### src/rtl/mem_arb_pkg.sv
// Shared types for the mem_ctrl line-port arbiter.
package mem_arb_pkg;

   typedef enum logic [2:0] {
      IDLE,
      ISSUE,
      WAIT_RD,
      WAIT_WR,
      DRAIN
   } state_t;

   // Counter must be able to hold rd_timeout itself.
   function automatic int tmo_cnt_w(input int rd_timeout);
      return $clog2(rd_timeout + 1);
   endfunction

endpackage

### src/rtl/rr_picker.sv
// Round-robin selector: first asserted request at or after rr_ptr, wrapping.
module rr_picker #(
   parameter int num_req = 4
) (
   input  logic [num_req-1:0]         req,
   input  logic [$clog2(num_req)-1:0] rr_ptr,
   output logic [$clog2(num_req)-1:0] grant,
   output logic                       any
);

   localparam int IW = $clog2(num_req);

   logic [IW-1:0] idx;

   // Walk from the farthest offset down so the nearest valid one wins.
   always_comb begin
      grant = '0;
      any   = 1'b0;
      idx   = '0;
      for (int i = num_req - 1; i >= 0; i--) begin
         idx = rr_ptr + IW'(i);
         if (req[idx]) begin
            grant = idx;
            any   = 1'b1;
         end
      end
   end

endmodule

### src/rtl/mem_arbiter.sv
// Shares one mem_ctrl cache-line port between num_req requesters,
// one command in flight, round-robin grant, read line routed back.
import mem_arb_pkg::*;

module mem_arbiter #(
   parameter int num_req    = 4,
   parameter int addr_width = 20,
   parameter int line_width = 128,
   parameter int rd_timeout = 4096
) (
   input  logic                             clk_i,
   input  logic                             rst_i,
   input  logic [num_req-1:0]               req_valid_i,
   input  logic [num_req-1:0]               req_we_i,
   input  logic [num_req*addr_width-1:0]    req_addr_i,
   input  logic [num_req*line_width-1:0]    req_wdata_i,
   output logic [num_req-1:0]               req_ready_o,
   output logic [num_req-1:0]               rsp_valid_o,
   output logic [line_width-1:0]            rsp_data_o,
   output logic                             busy_o,
   output logic                             timeout_o,
   input  logic                             mem_enabled_i,
   input  logic                             mem_ready_i,
   output logic [addr_width-1:0]            mem_addr_o,
   output logic                             mem_r_valid_o,
   output logic                             mem_w_valid_o,
   output logic [line_width-1:0]            mem_write_o,
   input  logic                             mem_r_valid_i,
   input  logic [line_width-1:0]            mem_read_i
);

   localparam int IW = $clog2(num_req);
   localparam int CW = tmo_cnt_w(rd_timeout);
   localparam logic [num_req-1:0] ONE = {{(num_req-1){1'b0}}, 1'b1};

   state_t        state, state_nxt;
   logic [IW-1:0] rr_ptr, gnt, sel;
   logic          any_vld, is_wr;
   logic [CW-1:0] tmo_cnt;
   logic          grant_fire, rd_done, rd_to;

   rr_picker #(.num_req(num_req)) u_pick (
      .req    (req_valid_i),
      .rr_ptr (rr_ptr),
      .grant  (sel),
      .any    (any_vld)
   );

   always_ff @(posedge clk_i or posedge rst_i) begin
      if (rst_i) state <= IDLE;
      else       state <= state_nxt;
   end

   always_comb begin
      state_nxt  = state;
      grant_fire = 1'b0;
      rd_done    = 1'b0;
      rd_to      = 1'b0;
      case (state)
         IDLE:
            if (mem_enabled_i && mem_ready_i && any_vld) begin
               grant_fire = 1'b1;
               state_nxt  = ISSUE;
            end
         ISSUE:   state_nxt = is_wr ? WAIT_WR : WAIT_RD;
         // Real data wins over the timeout if both land on the last cycle.
         WAIT_RD:
            if (mem_r_valid_i) begin
               rd_done   = 1'b1;
               state_nxt = DRAIN;
            end else if (tmo_cnt == CW'(rd_timeout - 1)) begin
               rd_to     = 1'b1;
               state_nxt = DRAIN;
            end
         WAIT_WR: if (mem_ready_i) state_nxt = DRAIN;
         DRAIN:   state_nxt = IDLE;
         default: state_nxt = IDLE;
      endcase
   end

   assign busy_o = (state != IDLE);

   always_ff @(posedge clk_i or posedge rst_i) begin
      if (rst_i) begin
         rr_ptr        <= '0;
         gnt           <= '0;
         is_wr         <= 1'b0;
         tmo_cnt       <= '0;
         req_ready_o   <= '0;
         rsp_valid_o   <= '0;
         rsp_data_o    <= '0;
         timeout_o     <= 1'b0;
         mem_addr_o    <= '0;
         mem_write_o   <= '0;
         mem_r_valid_o <= 1'b0;
         mem_w_valid_o <= 1'b0;
      end else begin
         req_ready_o   <= '0;
         rsp_valid_o   <= '0;
         mem_r_valid_o <= 1'b0;
         mem_w_valid_o <= 1'b0;
         tmo_cnt       <= (state == WAIT_RD) ? tmo_cnt + CW'(1) : '0;
         if (grant_fire) begin
            req_ready_o   <= ONE << sel;
            mem_addr_o    <= req_addr_i[int'(sel)*addr_width +: addr_width];
            mem_write_o   <= req_wdata_i[int'(sel)*line_width +: line_width];
            mem_r_valid_o <= ~req_we_i[sel];
            mem_w_valid_o <= req_we_i[sel];
            gnt           <= sel;
            is_wr         <= req_we_i[sel];
            rr_ptr        <= sel + IW'(1);
         end
         if (rd_done) begin
            rsp_data_o  <= mem_read_i;
            rsp_valid_o <= ONE << gnt;
         end
         if (rd_to) begin
            rsp_data_o  <= '0;
            rsp_valid_o <= ONE << gnt;
            timeout_o   <= 1'b1;
         end
      end
   end

endmodule

### config.mk
export PLATFORM = sky130hd
export DESIGN_NAME = mem_arbiter
export DESIGN_NICKNAME = d
export VERILOG_FILES = /design/src/rtl/mem_arb_pkg.sv /design/src/rtl/rr_picker.sv /design/src/rtl/mem_arbiter.sv
export SDC_FILE = /design/constraint.sdc
export NUM_CORES = 1
export LEC_CHECK = 0
export ABC_CLOCK_PERIOD_IN_PS = 14600
export CAP_MARGIN = 20
export CORE_AREA = 8 8 390 392
export DETAILED_ROUTE_END_ITERATION = 10
export DIE_AREA = 0 0 398 400
export SLEW_MARGIN = 15
export SYNTH_ARGS = -nofsm -noshare
export SYNTH_HDL_FRONTEND = slang
export SYNTH_SLANG_ARGS = --single-unit
### constraint.sdc
create_clock -name clk_i -period 14.6 [get_ports clk_i]
set_input_delay 2.92 -clock clk_i [delete_from_list [all_inputs] [get_ports clk_i]]
set_output_delay 2.92 -clock clk_i [all_outputs]
set_load 0.01 [all_outputs]
Word level (Yosys, flattened, before mapping). Cells that the tools add are included. Widths: inputs -> output; s select.

Logic and storage cells: 81. Flip-flop bits (word level): 308. Output and inout bits: 288.

Shifts and indexed selects: 4. $mul: 1. Equality and inequality tests: 7. Bitwise operators: 1. Add/subtract/negate cells: 5. Mux-type cells: 39. Reduce and logical (&&, ||, !) cells: 6. $lt $le $gt $ge: 5.

Operators by type and width (number): $shiftx 512x10->128 (1); $mux 128 (2); $shiftx 80x8->20 (1); $mux 1 (19); $lt 2x3->1 const B (5); $add 13x1->13 const B (1); $eq 13x12->1 const B (1); $mux 13 (1); $mux 3 (4); $mux 4 (3); $pmux 3 s4 (1); $bmux 1 s2 (5); $mux 2 (4); $shl 1x2->4 const A (2); $eq 3x2->1 const B (2); $mul 2x3->5 const B (1); $add 2x1->2 const B (2); $add 2x2->2 const B (2); $ne 2x2->1 const B (2); $eq 3x1->1 const B (1); $logic_not 3->1 (1); $ne 3x3->1 const B (1); $reduce_and 3->1 (1); $reduce_bool 3->1 (1); 3 further kinds (4).

Depth between registers and ports, before layout. Gate-level depths: netlist (run 1).

Depth after elaboration: 11. Gate-level depth with buffers: 8. Mapped depth without buffers: 6.

Cells and area by module. A second synthesis (run 1) with hierarchy kept.

Cells, all modules: 1066. Area, all modules: 16274.4 sq um.

By module, submodules not included: mem_arbiter (seq. area each 7707.4 sq um, instances 1, area each 16196.8 sq um, cells an instance 1053); rr_picker (seq. area each 0.0 sq um, instances 1, area each 77.6 sq um, cells an instance 13).

Worst setup path after synthesis (run 1). OpenSTA, ideal clock, no wires.

Path type: input to register. Start point: input port req_valid_i[3]. End point: register mem_addr_o[0]. Stages on the path: 7. Arrival time: 4312 ps. Setup time: 142 ps. Setup slack: 10146 ps. Buffers on the path: 2. Data required time: 14458 ps. Cells stage by stage: or4_1 -> nand3_1 -> nor2_4 -> nand2_2 -> buf_2 -> clkbuf_1 -> o221ai_1.

Word-level cells in the longest chain between the ends: 9.

Ends and longest elaborated chain: from (decl) (RTL line mem_arbiter.sv:13) `input logic [num_req-1:0] req_valid_i,`; branches (longest 9 deep; another with $mul 2x3->5); to (signal assigned) (RTL line mem_arbiter.sv:105) `mem_addr_o <= req_addr_i[int'(sel)*addr_width +: addr_width];`; to (decl) (RTL line mem_arbiter.sv:24) `output logic [addr_width-1:0] mem_addr_o,`.

Several ways; the timed one is not identified. The select of a mux whose other input is x is not followed. A chain may end at the register's enable or synchronous reset.

Worst setup path after layout (run 1).
Start point: input port req_valid_i[3]. End point: register mem_write_o[110].

Word-level cells in the longest chain between the ends: 9.

Ends and longest elaborated chain: branches (longest 9 deep; another with $shiftx 512x10->128); to (signal assigned) (RTL line mem_arbiter.sv:106) `mem_write_o <= req_wdata_i[int'(sel)*line_width +: line_width];`; to (decl) (RTL line mem_arbiter.sv:27) `output logic [line_width-1:0] mem_write_o,`.

Several ways; the timed one is not identified. The select of a mux whose other input is x is not followed.

==> results of run 1 <==
[cell families after synthesis]
group	synth area share, %
flip-flops	51.2
AO/OA/AOI/OAI	17.1
multiplexers	19.7
AND/OR/NAND/NOR	6.41
buffers and inverters	4.66
XOR/XNOR	0.523
adder cells (fa/ha/maj)	0.415
[cells in the mapped netlist, types with 2 or more instances]
master	instances
and3_1	4
nand2_2	3
or3_1	3
dfrtp_1	308
buf_4	2
nor3_1	2
nor2b_1	3
o21ai_0	7
o21a_1	3
nand2_1	158
and4_1	2
a22o_1	128
ha_1	5
clkbuf_1	41
nand2b_1	2
o21bai_1	2
mux2i_1	296
xor2_1	4
xnor2_1	5
and2_1	7
o221ai_1	149
a21oi_1	5
buf_6	25
nand3_1	7
nor2_1	16
buf_2	40
inv_1	6
nor3b_1	3
[layer usage]
layer	global-route usage, %	vias to the layer above	part of all wire (%)
li1	-	6762	-
met1	12.8	7477	37
met2	19.4	706	49
met3	5.34	146	11
met4	3.69	32	2.7
met5	0	-	0.21
[worst max-delay path by stage]
stage | from | end | slack (ps) | cells past startpoint
detailed placement | req_valid_i[1] | mem_write_o[114]$_DFFE_PP0P_ | 7990 | 8
CTS | req_valid_i[3] | mem_write_o[110]$_DFFE_PP0P_ | 8640 | 8
floorplan | rst_i | gnt[0]$_DFFE_PP0P_ | 3160 | 1
finish | req_valid_i[3] | mem_write_o[110]$_DFFE_PP0P_ | 8580 | 8
global placement | req_valid_i[3] | mem_addr_o[3]$_DFFE_PP0P_ | 8010 | 8
global route | req_valid_i[3] | mem_write_o[67]$_DFFE_PP0P_ | 8380 | 8
[critical path, cell delays in order]
cell             delay, ps
clkdlybuf4s50_1        460
or4_1                  540
nand3_1                190
or2_4                  570
buf_4                  570
buf_4                  770
nand2_1                120
o221ai_1               110
[metrics by stage]
step / total power, mW / worst slack (ps) / hold slack [ps]
floorplan: 2.58 / 3160 / 440
global placement: 3.93 / 8010 / 454
detailed placement: 3.94 / 7990 / 465
CTS: 5.11 / 8640 / 480
global route: 5.30 / 8380 / 504
finish: 5.01 / 8580 / 478
[sequential cells by signal, summed over array words and instances (netlist names)]
register and flops:
mem_addr_o 20, rsp_data_o 128, gnt 2, rsp_valid_o 4
mem_w_valid_o 1, req_ready_o 4, is_wr 1, mem_write_o 128
tmo_cnt 13, state 3, rr_ptr 2, mem_r_valid_o 1
timeout_o 1
[final cells by class]
cell class                      instances  area [µm²]  area share, %
Tap cell                             1930        2410           8.41
Antenna cell                           10        25.0         0.0871
Timing Repair Buffer                 1036       10300           36.0
Clock inverter                         15         206          0.719
Sequential cell                       308        7710           26.8
Inverter                                8        53.8          0.187
Clock buffer                           61        1280           4.47
Multi-Input combinational cell        829        6690           23.3
[power breakdown]
group / switching, mW / internal [mW]
Sequential: 0.250 / 1.22
Clock: 0.435 / 0.682
Combinational: 1.16 / 1.27
==> out/results.txt, run 1 <==
maximum clock insertion buffer count = 3
Post-Syn Area = 0.0151 mm²
Final Slew Violations = 0
Num Clock Sinks = 308
reg2reg setup slack = 11,120 ps
Reg2Reg Capture Point = mem_write_o[114]$_DFFE_PP0P_
Final period util = 41.2%
sequential fraction of the synthesis area = 51.2%
distinct cell type count after synthesis = 47
Fill cells = 15,900
Congestion Overflow GR = 0
setup TNS = 0 ps
DRT Pass-1 Iters = 5
Max-slew headroom = 24.4%
fin nets = 2,963
top area cells in the synthesized netlist = dfrtp_1 51%, mux2i_1 20%, o221ai_1 8.7%, a22o_1 7.4%, nand2_1 3.9%
routed via count = 15,100
# setup viols final = 0
share of cells above drive strength 1 = 4.39%
Post-synth EDFFs = 0
Hold Path End = timeout_o$_DFFE_PP0P_
root cell of the clock tree = clkbuf_16
cts bufs inserted = 42
die area = 0.159 mm²
post_cts resized = 0
FF-to-FF path depth = 7
Max Clock Freq = 166 MHz
Initial Util = 10.3%
final WL = 98,800 µm
post-synth top area cell = dfrtp_1
vias in the first global route = 15,900
CTS tree = built
Core Region = 0.146 mm²
worst r2r src = rr_ptr[0]$_DFFE_PP0P_
RSZ-0062 raised after global routing = no
hold wc startpoint = timeout_o$_DFFE_PP0P_
largest net degree at the start of global routing = 90
initial antenna violation count = 33
Worst Path Arrival = 6490 ps
WS Path Type = in -> reg
I/O Pins = 1,021
Crit. End Element = flop
syn_area_per_cell = 12.0 µm²
Hold Path Depth = 1
clk_lat worst skew = 590 ps
outcome = completed
Post-synth top flop = dfrtp_1
Slew @ Worst Pin = 1130 ps
Final Critical Period = 6020 ps
Site Rows = 141
Final Hold Viols = 0
Die Width = 398 µm
Util after Layout = 19.6%
crit-path max FO = 76
Residual DRC = 0
worst clock skew = 14.0 ps
Total Routing Usage GR = 11.5%
Post-Place Cell Area = 0.0272 mm²
H-tree levels = 2
Reg clk slew, reported paths = 60 ps
Min-Delay Path Class = reg -> reg
Power Dens Cells = 174 mW/mm²
Buffers on Ports = 1,020
chip height = 400 µm
Synth Net Count = 1,993
placed cells = 4,111
cts hold-fix bufs = 0
Setup Buffers After CTS = 0
worst path required time = 15,070 ps
Syn Inst Count = 1,255
RD Place Congestion = 0.863
Critical Path Start Type = input pin
DRT iter0 DRCs = 979
most frequent cells in the layout = 1,020 x clkdlybuf4s50_1, 308 x dfrtp_1, 296 x mux2i_1
yosys warns = 0
register bit count reported by yosys = 308
non-filler cells, final = 4,197
Max Cap Viol = 0
Antenna Violating Nets Remaining = 0
Synth top area share = 51.2%
commonest non-fill, non-tap cell in the layout = clkdlybuf4s50_1
global-route wire length before repair = 130,000 µm
HPWL after DPL = 79,100 µm
Via density = 3.60
synthesis-to-finish area growth = 90.7%
maximum vdd ir drop = 0.0815 mV
cell leakage power = 12.2 nW
fin area = 0.0287 mm²
DR WL/cell = 23.5 µm
Async SR Flop Fraction = 100%
Note: power is estimated with default switching activity, not from simulation.
==> run 2, diff against run 1 <==
ABC_CLOCK_PERIOD_IN_PS = 5550   (was 14600)
clock period = 5.55 ns   (was 14.6 ns; I/O delays follow)
==> run 2 against run 1 <==
- power grew to 2.7 times the previous value
- cell count is 0.52% higher
- sequential power grew to 2.6 times the previous value
- critical path depth is 2 higher
- die area stayed put
- clock skew is 15 ps higher
- routed wire length is 5.8% higher
- sequential cell count stayed put
- hold slack better by 1.0 ps
- clock power grew to 2.6 times the previous value
==> out/results.txt, run 2 (synthesized netlist as in run 1, its figures left out) <==
root cell of the clock tree = clkbuf_16 (unchanged)
Initial Util = 10.3% (unchanged)
initial antenna violation count = 36 (was 33)
fin nets = 2,978 (was 2,963)
WS Path Type = in -> reg (unchanged)
Final period util = 66.9%
outcome = completed (unchanged)
total power draw = 13.3 mW (was 5.01 mW)
Num Clock Sinks = 308 (unchanged)
Crit. End Element = flop (unchanged)
HPWL after DPL = 83,800 µm (was 79,100 µm)
Fill cells = 16,000 (was 15,900)
Via density = 3.66 (was 3.60)
Max Cap Viol = 0 (unchanged)
Antenna Violating Nets Remaining = 0 (unchanged)
Buffers on Ports = 1,020 (unchanged)
Final Critical Period = 3710 ps
cts bufs inserted = 42 (unchanged)
vias in the first global route = 16,200 (was 15,900)
Reg clk slew, reported paths = 60 ps (about the same)
# setup viols final = 0 (unchanged)
Die Width = 398 µm (unchanged)
maximum clock insertion buffer count = 3 (unchanged)
Final Slew Violations = 0 (unchanged)
Max Clock Freq = 269 MHz
die area = 0.159 mm² (unchanged)
biggest regs = mem_write_o (128), rsp_data_o (128), mem_addr_o (20) (unchanged)
RSZ-0062 raised after global routing = no (unchanged)
Setup Buffers After CTS = 0 (unchanged)
Slew @ Worst Pin = 1000 ps (was 1130 ps)
Worst Path Arrival = 4150 ps (was 6490 ps)
worst path required time = 5990 ps (was 15,070 ps)
crit-path max FO = 91 (was 76)
placed cells = 4,126 (was 4,111)
non-filler cells, final = 4,219 (was 4,197)
cts hold-fix bufs = 0 (unchanged)
routed via count = 15,500 (was 15,100)
largest net degree at the start of global routing = 120 (was 90)
Congestion Overflow GR = 0 (unchanged)
Critical Path Start Type = input pin (unchanged)
synthesis-to-finish area growth = 92.2% (was 90.7%)
DR WL/cell = 24.8 µm (was 23.5 µm)
Final Hold Viols = 0 (unchanged)
post_cts resized = 0 (unchanged)
Power Dens Cells = 459 mW/mm² (was 174 mW/mm²)
cell leakage power = 12.3 nW (was 12.2 nW)
DRT iter0 DRCs = 990 (was 979)
H-tree levels = 2 (unchanged)
worst clock skew = 29.4 ps (was 14.0 ps)
share of cells above drive strength 1 = 4.89% (was 4.39%)
most frequent cells in the layout = 1,020 x clkdlybuf4s50_1, 308 x dfrtp_1, 296 x mux2i_1 (unchanged)
CTS tree = built (unchanged)
Site Rows = 141 (unchanged)
Max-slew headroom = 33.2% (was 24.4%)
I/O Pins = 1,021 (unchanged)
Min-Delay Path Class = reg -> reg (unchanged)
global-route wire length before repair = 136,000 µm (was 130,000 µm)
Residual DRC = 0 (unchanged)
clk_lat worst skew = 600 ps (was 590 ps)
commonest non-fill, non-tap cell in the layout = clkdlybuf4s50_1 (unchanged)
Total Routing Usage GR = 12.1% (was 11.5%)
chip height = 400 µm (unchanged)
setup TNS = 0 ps (unchanged)
RD Place Congestion = 0.889 (was 0.863)
final WL = 105,000 µm (was 98,800 µm)
DRT Pass-1 Iters = 7 (was 5)
Core Region = 0.146 mm² (unchanged)
maximum vdd ir drop = 0.209 mV (was 0.0815 mV)
## run 2: cell types whose count changed in the layout (fill, tap and decap cells not counted), sizes merged
| cell | change |
|---|---|
| buf | +15 |
| clkinv | +2 |
| diode | +8 |
| clkbuf | -3 |
## run 2: cell type report
class	instances	area, µm²	share of cell area (%)
diodes	18	45.0	0.156
clock buffers	58	1220	4.22
clock inverters	17	218	0.752
inverters	8	50.0	0.173
multi-input cells	829	6690	23.1
flip-flops and latches	308	7710	26.6
well taps	1930	2410	8.34
repair buffers	1051	10600	36.6
## run 2: per-stage QoR
stage	setup slack, ps	util (%)	cell area [µm²]	hold slack [ps]
after floorplan	341	-	15100	440
after global placement	1270	18.8	27500	459
after detailed placement	1310	18.8	27500	469
after CTS	2000	19.8	28900	487
after global routing	1780	19.8	28900	498
final	1840	19.8	28900	479
## run 2: path summary, 6_finish.rpt
path	to	startpoint	slack, ps	cells after the start
hold / removal	timeout_o$_DFFE_PP0P_	timeout_o$_DFFE_PP0P_	480	1
setup / recovery	mem_addr_o[9]$_DFFE_PP0P_	req_valid_i[1]	1840	10
max in group asynchronous	mem_write_o[103]$_DFFE_PP0P_	rst_i	3400	4
min in group asynchronous	rsp_data_o[110]$_DFFE_PP0P_	rst_i	900	2
hold reg to reg	timeout_o$_DFFE_PP0P_	timeout_o$_DFFE_PP0P_	480	1
setup reg to reg	mem_addr_o[9]$_DFFE_PP0P_	rr_ptr[0]$_DFFE_PP0P_	2550	9
## run 2: layer usage
layer	part of all wire (%)	global-route usage, %	vias up
met5	0.12	0	-
met1	39	14.2	7778
li1	-	-	6785
met3	9.5	4.87	139
met4	3.2	4.31	20
met2	49	20.0	728
## run 2: report_power, final
part | total, mW | leakage [nW] | internal [mW] | switching (mW)
Combinational | 6.49 | 7.64 | 3.39 | 3.10
Sequential | 3.89 | 3.90 | 3.20 | 0.694
Clock | 2.91 | 0.713 | 1.73 | 1.18
Total | 13.3 | 12.3 | 8.33 | 4.97
## run 2: critical path: stages
cell	delay [ps]
clkdlybuf4s50_1	480
nor2_1	220
nand4b_1	230
nand2_4	130
inv_16	270
buf_12	310
buf_4	400
buf_4	280
mux2i_1	220
o221ai_1	130
==> run 3, diff against run 2 <==
ABC_CLOCK_PERIOD_IN_PS = 3700   (was 5550)
clock period = 3.7 ns   (was 5.55 ns; I/O delays follow)
==> run 3 against run 2 <==
- sequential power up 50%
- sequential cell count unchanged
- via count rose by 0.72%
- largest power group unchanged
- non-clock buffer count rose by 41
- global-route usage increased by 0.20 points
- largest cell class unchanged
- clock-buffer cell count fell by 3
==> out/results.txt, run 3 (synthesized netlist as in run 1, its figures left out) <==
Site Rows = 141 (unchanged)
H-tree levels = 2 (unchanged)
Die Width = 398 µm (unchanged)
I/O Pins = 1,021 (unchanged)
non-filler cells, final = 4,250 (was 4,219)
biggest regs = mem_write_o (128), rsp_data_o (128), mem_addr_o (20) (unchanged)
Min-Delay Path Class = reg -> reg (unchanged)
cts hold-fix bufs = 0 (unchanged)
commonest non-fill, non-tap cell in the layout = clkdlybuf4s50_1 (unchanged)
Initial Util = 10.3% (unchanged)
most frequent cells in the layout = 1,020 x clkdlybuf4s50_1, 308 x dfrtp_1, 296 x mux2i_1 (unchanged)
worst r2r src = tmo_cnt[0]$_DFF_PP0_ (was rr_ptr[0]$_DFFE_PP0P_)
Num Clock Sinks = 308 (unchanged)
initial antenna violation count = 37 (was 36)
Hold Path End = tmo_cnt[0]$_DFF_PP0_ (was timeout_o$_DFFE_PP0P_)
Util after Layout = 20.0% (was 19.8%)
cts bufs inserted = 42 (unchanged)
Buffers on Ports = 1,020 (unchanged)
Final Hold Viols = 0 (unchanged)
Congestion Overflow GR = 0 (unchanged)
cell leakage power = 12.5 nW (was 12.3 nW)
Slew @ Worst Pin = 782 ps (was 1000 ps)
Final Critical Period = 2770 ps
global-route wire length before repair = 138,000 µm (was 136,000 µm)
Power Dens Cells = 680 mW/mm² (was 459 mW/mm²)
setup TNS = 0 ps (unchanged)
Residual DRC = 0 (unchanged)
FF-to-FF path depth = 7 (was 9)
worst path required time = 4190 ps (was 5990 ps)
RD Place Congestion = 0.885 (was 0.889)
outcome = completed (unchanged)
Max Clock Freq = 361 MHz
Core Region = 0.146 mm² (unchanged)
placed cells = 4,167 (was 4,126)
DRT iter0 DRCs = 1,116 (was 990)
Antenna Violating Nets Remaining = 0 (unchanged)
maximum clock insertion buffer count = 3 (unchanged)
CTS tree = built (unchanged)
vias in the first global route = 16,500 (was 16,200)
reg2reg setup slack = 930 ps (was 2550 ps)
routed via count = 15,600 (was 15,500)
clk_lat worst skew = 610 ps (was 600 ps)
maximum vdd ir drop = 0.257 mV (was 0.209 mV)
root cell of the clock tree = clkbuf_16 (unchanged)
HPWL after DPL = 86,600 µm (was 83,800 µm)
Reg clk slew, reported paths = 50 ps (was 60 ps)
fin nets = 3,019 (was 2,978)
RSZ-0062 raised after global routing = no (unchanged)
crit-path max FO = 48 (was 91)
total power draw = 19.9 mW (was 13.3 mW)
Setup Buffers After CTS = 0 (unchanged)
DR WL/cell = 24.8 µm (about the same)
Post-Place Cell Area = 0.0279 mm² (was 0.0275 mm²)
synthesis-to-finish area growth = 94.4% (was 92.2%)
Total Routing Usage GR = 12.3% (was 12.1%)
Crit. End Element = flop (unchanged)
die area = 0.159 mm² (unchanged)
WS Path Type = reg -> reg (was in -> reg)
Max Cap Viol = 0 (unchanged)
DRT Pass-1 Iters = 5 (was 7)
share of cells above drive strength 1 = 6.54% (was 4.89%)
# setup viols final = 0 (unchanged)
Critical Path Start Type = flop (was input pin)
hold wc startpoint = tmo_cnt[0]$_DFF_PP0_ (was timeout_o$_DFFE_PP0P_)
Via density = 3.66 (about the same)
Final period util = 74.8%
fin area = 0.0293 mm² (was 0.0289 mm²)
worst clock skew = 27.3 ps (was 29.4 ps)
Reg2Reg Capture Point = rsp_data_o[59]$_DFFE_PP0P_ (was mem_addr_o[9]$_DFFE_PP0P_)
post_cts resized = 0 (unchanged)
Worst Path Arrival = 3250 ps (was 4150 ps)
Max-slew headroom = 47.7% (was 33.2%)
Final Slew Violations = 0 (unchanged)
final WL = 105,000 µm (about the same)
chip height = 400 µm (unchanged)
largest net degree at the start of global routing = 102 (was 120)
Hold Path Depth = 1 (unchanged)
run 3: cell count changes in the layout (fill, tap and decap cells not counted), sizes merged:
cell / delta
clkinvlp: -1
clkinv: +4
bufinv: -2
inv: -2
buf: +41
clkbuf: -3
diode: -6
run 3: worst max-delay path by stage:
stage | from | end | slack (ps) | cells after the start
3_5_place_dp | req_valid_i[1] | mem_write_o[91]$_DFFE_PP0P_ | 370 | 8
6_report | tmo_cnt[0]$_DFF_PP0_ | rsp_data_o[59]$_DFFE_PP0P_ | 930 | 7
2_1_floorplan | rst_i | gnt[0]$_DFFE_PP0P_ | -1140 | 1
5_1_grt | tmo_cnt[0]$_DFF_PP0_ | rsp_data_o[59]$_DFFE_PP0P_ | 730 | 7
4_1_cts | mem_write_o[72]$_DFFE_PP0P_ | mem_write_o[72] | 870 | 1
3_3_place_gp | req_valid_i[1] | mem_write_o[64]$_DFFE_PP0P_ | 440 | 8
run 3: layout make-up:
type                    count  area [µm²]
multi-input cells         829        6690
fillers                 15900      117000
well taps                1930        2410
clock inverters            16         185
repair buffers           1092       11000
flip-flops and latches    308        7710
clock buffers              55        1200
inverters                   8        50.0
diodes                     12        30.0
run 3: where the power goes:
part | switching [mW] | total [mW] | internal (mW)
combinational | 4.67 | 9.90 | 5.23
clock | 1.73 | 4.16 | 2.43
sequential | 1.05 | 5.85 | 4.80
total | 7.45 | 19.9 | 12.5
run 3: per-stage QoR:
stage | setup WS, ps | hold slack, ps
2_1_floorplan | -1140 | 440
4_1_cts | 872 | 483
3_3_place_gp | 436 | 459
5_1_grt | 734 | 495
3_5_place_dp | 370 | 460
6_report | 931 | 477
run 3: critical path, cell delays in order (launching register included):
cell	delay, ps
dfrtp_1	380
ha_1	200
and3_1	220
nand3_1	260
o41ai_4	460
nand2_4	440
buf_12	380
a22o_1	220
run 3: per-layer routing:
metal	global-route usage [%]	vias to the layer above	share of wire [%]	wire (µm)
met2	20.3	729	49	51700
li1	-	6864	-	-
met3	6.06	119	11	11900
met4	4.24	18	2.5	2640
met5	0	-	0.12	123
met1	13.8	7832	37	39100
